### src/rtl/tiny_nn_result_serializer.sv
// Result buffer for the tiny NN core: queues accumulated fp_t results in a
// circular buffer and streams each entry out as bytes, LSB first, over valid/ready.

package tiny_nn_pkg;
  typedef logic [15:0] fp_t;
endpackage

module tiny_nn_result_serializer
  import tiny_nn_pkg::*;
#(
  parameter int unsigned Depth = 4
) (
  input  logic                       clk_i,
  input  logic                       rst_ni,
  input  fp_t                        result_i,
  input  logic                       result_capture_i,
  input  logic                       flush_i,
  output logic [7:0]                 out_data_o,
  output logic                       out_valid_o,
  input  logic                       out_ready_i,
  output logic [$clog2(Depth):0]     count_o,
  output logic                       full_o,
  output logic                       empty_o,
  output logic                       overflow_o
);

  localparam int unsigned FpW   = $bits(fp_t);
  localparam int unsigned Beats = FpW / 8;
  localparam int unsigned PtrW  = $clog2(Depth);
  localparam int unsigned CntW  = PtrW + 1;
  localparam int unsigned BeatW = (Beats > 1) ? $clog2(Beats) : 1;

  typedef logic [Beats-1:0][7:0] beats_t;

  fp_t             mem_q [Depth];
  logic [PtrW-1:0] wr_ptr_q, wr_ptr_d;
  logic [PtrW-1:0] rd_ptr_q, rd_ptr_d;
  logic [CntW-1:0] count_q, count_d;
  logic [BeatW-1:0] beat_q, beat_d;
  logic            overflow_q, overflow_d;

  logic   empty, full, handshake, last_beat, pop, push;
  beats_t head_bytes;

  assign empty     = (count_q == '0);
  assign full      = (count_q == CntW'(Depth));
  assign handshake = !empty && out_ready_i;
  assign last_beat = (beat_q == BeatW'(Beats - 1));
  assign pop       = handshake && last_beat && !flush_i;
  // A full buffer still accepts a capture when the head entry leaves this cycle.
  assign push      = result_capture_i && !flush_i && (!full || pop);

  always_comb begin
    wr_ptr_d   = wr_ptr_q;
    rd_ptr_d   = rd_ptr_q;
    count_d    = count_q;
    beat_d     = beat_q;
    overflow_d = overflow_q;
    if (flush_i) begin
      wr_ptr_d   = '0;
      rd_ptr_d   = '0;
      count_d    = '0;
      beat_d     = '0;
      overflow_d = 1'b0;
    end else begin
      if (handshake) begin
        beat_d = last_beat ? '0 : beat_q + BeatW'(1);
      end
      if (pop) begin
        rd_ptr_d = rd_ptr_q + PtrW'(1);
      end
      if (push) begin
        wr_ptr_d = wr_ptr_q + PtrW'(1);
      end
      case ({push, pop})
        2'b10:   count_d = count_q + CntW'(1);
        2'b01:   count_d = count_q - CntW'(1);
        default: count_d = count_q;
      endcase
      if (result_capture_i && full && !pop) begin
        overflow_d = 1'b1;
      end
    end
  end

  always_ff @(posedge clk_i or negedge rst_ni) begin
    if (!rst_ni) begin
      wr_ptr_q   <= '0;
      rd_ptr_q   <= '0;
      count_q    <= '0;
      beat_q     <= '0;
      overflow_q <= 1'b0;
    end else begin
      wr_ptr_q   <= wr_ptr_d;
      rd_ptr_q   <= rd_ptr_d;
      count_q    <= count_d;
      beat_q     <= beat_d;
      overflow_q <= overflow_d;
    end
  end

  // Entry storage carries no reset; only the control state above does.
  always_ff @(posedge clk_i) begin
    if (push) begin
      mem_q[wr_ptr_q] <= result_i;
    end
  end

  assign head_bytes  = beats_t'(mem_q[rd_ptr_q]);
  assign out_data_o  = empty ? 8'h00 : head_bytes[beat_q];
  assign out_valid_o = !empty;
  assign count_o     = count_q;
  assign full_o      = full;
  assign empty_o     = empty;
  assign overflow_o  = overflow_q;

endmodule
### config.mk
export PLATFORM = sky130hd
export DESIGN_NAME = tiny_nn_result_serializer
export DESIGN_NICKNAME = d
export VERILOG_FILES = /design/src/rtl/tiny_nn_result_serializer.sv
export SDC_FILE = /design/constraint.sdc
export NUM_CORES = 1
export LEC_CHECK = 0
export CORE_ASPECT_RATIO = 0.9
export CORE_MARGIN = 1.5
export CORE_UTILIZATION = 30
export DETAILED_ROUTE_END_ITERATION = 6
export HOLD_SLACK_MARGIN = 0.06
export SLEW_MARGIN = 20
export SYNTH_ARGS = -nofsm -noshare
export SYNTH_HDL_FRONTEND = slang
export SYNTH_SLANG_ARGS = --single-unit
export TNS_END_PERCENT = 20
### constraint.sdc
create_clock -name clk_i -period 3.23 [get_ports clk_i]
set_input_delay 0.646 -clock clk_i [delete_from_list [all_inputs] [get_ports clk_i]]
set_output_delay 0.646 -clock clk_i [all_outputs]
set_load 0.02 [all_outputs]
## After elaboration in Yosys (flattened, before gate mapping)

Memory sizes are Yosys's and may differ from the RTL's.
Cells that the tools add are included.

- Add/sub/neg operators: 5
- $lt $le $gt $ge: 1
- Eq/ne operators: 3
- Muxes and demuxes: 16
- Reductions and logical operators: 18

Operators with widths:

| cell | number |
|---|---|
| $mux W8 | 3 |
| $mux W2 | 4 |
| $reduce_bool A2 Y1 | 4 |
| $logic_and A1 B1 Y1 | 7 |
| $mux W1 | 7 |
| $pmux W3 S2 | 1 |
| $add A2 B1 Y2 const B | 2 |
| $logic_not A1 Y1 | 4 |
| $add A3 B1 Y3 const B | 1 |
| $eq A3 B3 Y1 const B | 1 |
| $logic_not A3 Y1 | 1 |
| $mux W3 | 1 |
| $reduce_bool A3 Y1 | 1 |
| $sub A3 B1 Y3 const B | 1 |
| $eq A2 B1 Y1 const B | 1 |
| $eq A2 B2 Y1 const B | 1 |
| $lt A1 B2 Y1 const B | 1 |
| $add A1 B1 Y1 const B | 1 |
| $logic_or A1 B1 Y1 | 1 |

- Register bits: 9
- Bits in writable memories: 64
- Output and inout port bits: 15
- Word-level logic and storage cells: 49
- Memories kept: 1

Memory list:

| memory | words | bits a word | read ports | clocked after memory_dff | write ports | line | text |
|---|---|---|---|---|---|---|---|
| mem_q | 4 | 16 | 1 | 0 | 1 | 35 | `fp_t mem_q [Depth];` |

## Depth between registers and ports, before layout

- Depth in word-level cells: 10
- Gate-level depth with buffers: 9
- Depth with buffers taken out: 7

## Worst setup path after synthesis

OpenSTA, ideal clock, no wires.

- Path kind: input -> register
- From: in out_ready_i
- To: mem mem_q[0][0] (netlist bit), enable pin
- Library setup time: 0.413 ns
- Data arrival time: 2.552 ns
- Data required time: 2.817 ns
- Path slack: 0.265 ns
- Stages: 4
- Path buffers: 1
- Path through: clkbuf_1 -> nand2_1 -> a21bo_2 -> nor3b_1

- Word-level cells in the longest chain between the ends: 7

RTL lines:

| element | line | text |
|---|---|---|
| from (decl) | 20 | `input logic out_ready_i,` |
| $logic_and A1 B1 Y1 | 47 | `assign handshake = !empty && out_ready_i;` |
| $logic_and A1 B1 Y1 (2 in series) | 49 | `assign pop = handshake && last_beat && !flush_i;` |
| $logic_or A1 B1 Y1 | 51 | `assign push = result_capture_i && !flush_i && (!full \|\| pop);` |
| $logic_and A1 B1 Y1 | 51 |  |
| $mux W1 | 104 | `if (push) begin` |
| $mux W1 (implied by the code) | 105 | `mem_q[wr_ptr_q] <= result_i;` |
| to (decl) | 35 |  |

No other way between the ends.

## Final worst setup path

- From: reg count_q[0], in the netlist count_o[0]
- To: out out_data_o[3]

- Word-level cells in the longest chain between the ends: 2

RTL lines:

| element | line | text |
|---|---|---|
| from (decl) | 38 | `logic [CntW-1:0] count_q, count_d;` |
| from (signal assigned) | 96 | `count_q <= count_d;` |
| $logic_not A3 Y1 | 45 | `assign empty = (count_q == '0);` |
| $mux W8 | 110 | `assign out_data_o = empty ? 8'h00 : head_bytes[beat_q];` |
| to (decl) | 18 | `output logic [7:0] out_data_o,` |

No other way between the ends.

==> key figures <==
Yosys
  • Mapped Avg Cell Area: 18.0 µm²
  • Top_reg_cell synth: edfxtp_1
  • Yosys warns: 0
  • Yosys cell types: 40
  • Synth area leaders: edfxtp_1, mux4_2, dfrtp_1
  • Number of enable flip-flop cells after synthesis: 64
  • Mapped Cells: 175
  • Sequential area share after synthesis: 68.3%
  • Synth Register Bits: 73
  • Synthesized area: 3140 µm²
  • Commonest cells post-synth: edfxtp_1, mux4_2, dfrtp_1
  • Ys async rst share: 12.3%
  • Syn nets: 201
  • Yosys top cell area share: 61.1%
  • Most numerous cell in the Yosys netlist: edfxtp_1
  • Post-synth top area cell: edfxtp_1

CTS
  • Clock transition at path regs: approximately 0.050 ns
  • Cts repair resizes: 0
  • # hold bufs at CTS: 0
  • CTS tree: built
  • Longest Clk Path Bufs: 2
  • Clk sinks: 73
  • H-tree Lvls: 3
  • Post-CTS Repair Setup Buffers: 0
  • Cts bufs inserted: 9
  • Root buf cell: clkbuf_16
  • Worst skew pair latency: 0.32 ns

Die
  • # rows: 35
  • I/O Pins: 36
  • Die H: 100 µm
  • Die ar.: 11100 µm²
  • Starting density of the core: 30.8%
  • Die W: 111 µm
  • Core area: 10200 µm²

Placed design
  • RePlAce Congestion: about 0.77
  • Placed cell count: 338
  • Placed inst area: 3680 µm²
  • PortBufs: 35
  • Worst slack at placement: 0.440 ns
  • Dpl hpwl: 3940 µm

Timing
  • RSZ-0062 raised after global routing: false
  • Tcrit/Tclk final: 95.5%
  • Post-Route Setup TNS: 0 ns
  • Slew Viols, Final: 0
  • Worst slew margin: 44.3%
  • Clock Skews: 0.00673 ns
  • Setup violators final: 0
  • Worst Tran Pin Value: 0.835 ns
  • Peak Freq: 0.324 GHz
  • Crit path time final: 3.09 ns
  • Final WS setup: 0.144 ns
  • Hold Violations, Final: 0

Worst setup path
  • CP top delay family: simple AND/OR/NAND/NOR gates
  • Crit. Startpoint: count_o[0]$_DFFE_PN0P_
  • Largest stage delay on the critical path: 0.62 ns
  • Worst r2r src: count_o[1]$_DFFE_PN0P_
  • CP Max Fanout: 8
  • Crit path buf inv count: 2
  • R2R cell count: 7
  • Critical Path End Type: output port
  • Worst setup SP type: flip-flop
  • Worst path required time: between 2 and 3 ns
  • Crit path cell chain: or3_1 > inv_2 > nor2_1 > a22o_2 > clkdlybuf4s50_1
  • Critical path class: reg -> out
  • Worst Path Arrival: ~2.4 ns
  • Slowest-stage cell, CP: clkdlybuf4s50_1
  • Crit path depth: 5

Hold path
  • WHS Path Cells: 2
  • Min-Delay Path Class: reg -> reg
  • Critical hold path startpoint: overflow_o$_DFFE_PN0P_

Power and ir drop
  • Pwr dens: about 640 nW/µm²
  • Pleak: 1.33 nW
  • Overall power: about 2.6 mW
  • Max rail drop VDD: 0.276 mV

Routing
  • Iteration-0 DRC Markers: 77
  • Routed len/inst: 17.1 µm
  • Via/cell ratio: ~4.8
  • Pre-Repair DR Iteration Count: 4
  • Drt drc: 0
  • Total routed wirelength: 6030 µm
  • Via Count: 1693
  • Antenna Violating Nets Remaining: 0

Status
  • Run status: completed

Layout
  • Layout cells sized above 1: between 20% and 30%
  • # fillers: between 900 and 1000
  • Multi-input logic area: 903 µm²
  • Syn-to-layout area delta: 26.8%
  • Number of diodes: 0
  • Fin cells: 353
  • Layout Nets: roughly 250
  • Cell area after layout: 3990 µm²
  • Seq. cell area: 2150 µm²

Global routing
  • Initial antenna violation count: 0
  • GR Util All Layers: 11.8%
  • Global-route wire length before repair: around 9800 µm
  • Grt total ovfl: 0
  • Largest net degree at the start of global routing: 19
  • Vias in the first global route: 1790

Job
  • MaxCap Viol Count: 0
cell families (layout without fill, tap and decap cells):
logic type	after synthesis	after routing	synth area share (%)
AOI/OAI and AO/OA	27	27	6.89
xor gates and xnor gates	2	2	0.557
adders and majority gates	5	5	2.23
buffers and inverters	17	66	3.58
DFF	73	73	68.3
muxes	19	19	12.5
and+or+nand+nor	32	32	5.93
stage by stage:
step	util [%]	hold slack (ns)
floorplan	-	0.350
global placement	36.0	0.483
detailed placement	36.0	0.488
CTS	39.1	0.498
global route	39.1	0.511
finish	39.1	0.492
registers in the layout, indices dropped and copies added (netlist names):
register and flops:
count_o 3, beat_q 1, overflow_o 1, wr_ptr_q 2
mem_q 64, rd_ptr_q 2
layer usage:
metal	vias up	part of all wire [%]	GRT usage, %
met3	4	3.8	3.50
met4	0	1.0	5.03
li1	795	-	-
met2	28	50	19.0
met5	-	0	0
met1	866	45	14.8
where the power goes:
group	internal, mW	total, mW	switching [mW]
Sequential	1.07	1.09	0.0209
Combinational	0.217	0.455	0.238
Clock	0.671	1.01	0.342
placed cells by master, fill, tap and decap left out, types with 2 or more instances in the layout:
cell type	instances
nand3_1	2
o31ai_1	2
a22o_2	8
clkdlybuf4s50_1	35
o211ai_1	3
o21ai_0	2
a21bo_2	2
ha_1	4
nand4_1	2
nor2_1	8
nor3b_2	4
buf_4	10
a21oi_1	3
a31oi_1	2
edfxtp_1	64
bufinv_16	2
or3_1	2
clkbuf_16	9
mux2_2	2
dfrtp_1	9
xor2_1	2
nand2_1	3
inv_1	4
nand2b_1	2
mux4_2	16
final timing paths:
kind                       slack [ns]                 endpoint
max                              0.14            out_data_o[3]
min                              0.49   overflow_o$_DFFE_PN0P_
max reg2reg                      0.92   count_o[2]$_DFFE_PN0P_
min reg2reg                      0.49   overflow_o$_DFFE_PN0P_
max in group asynchronous        2.28   count_o[0]$_DFFE_PN0P_
min in group asynchronous        0.64  rd_ptr_q[1]$_DFFE_PN0P_
cell type report:
class / instances / share of cell area [%]
flip-flops and latches: 73 / 53.9
multi-input cells: 85 / 22.7
repair buffers: 46 / 11.2
clock buffers: 10 / 5.74
well taps: 129 / 4.05
clock inverters: 5 / 2.04
inverters: 5 / 0.471
tightest hold or removal path, delay by kind of cell, from the launching register on:
family,cells,cell delay [ns]
and+or+nand+nor,1,0.07
AOI/OAI and AO/OA,1,0.04
DFF,1,0.33
No activity file was read; power rests on OpenSTA's default activity.
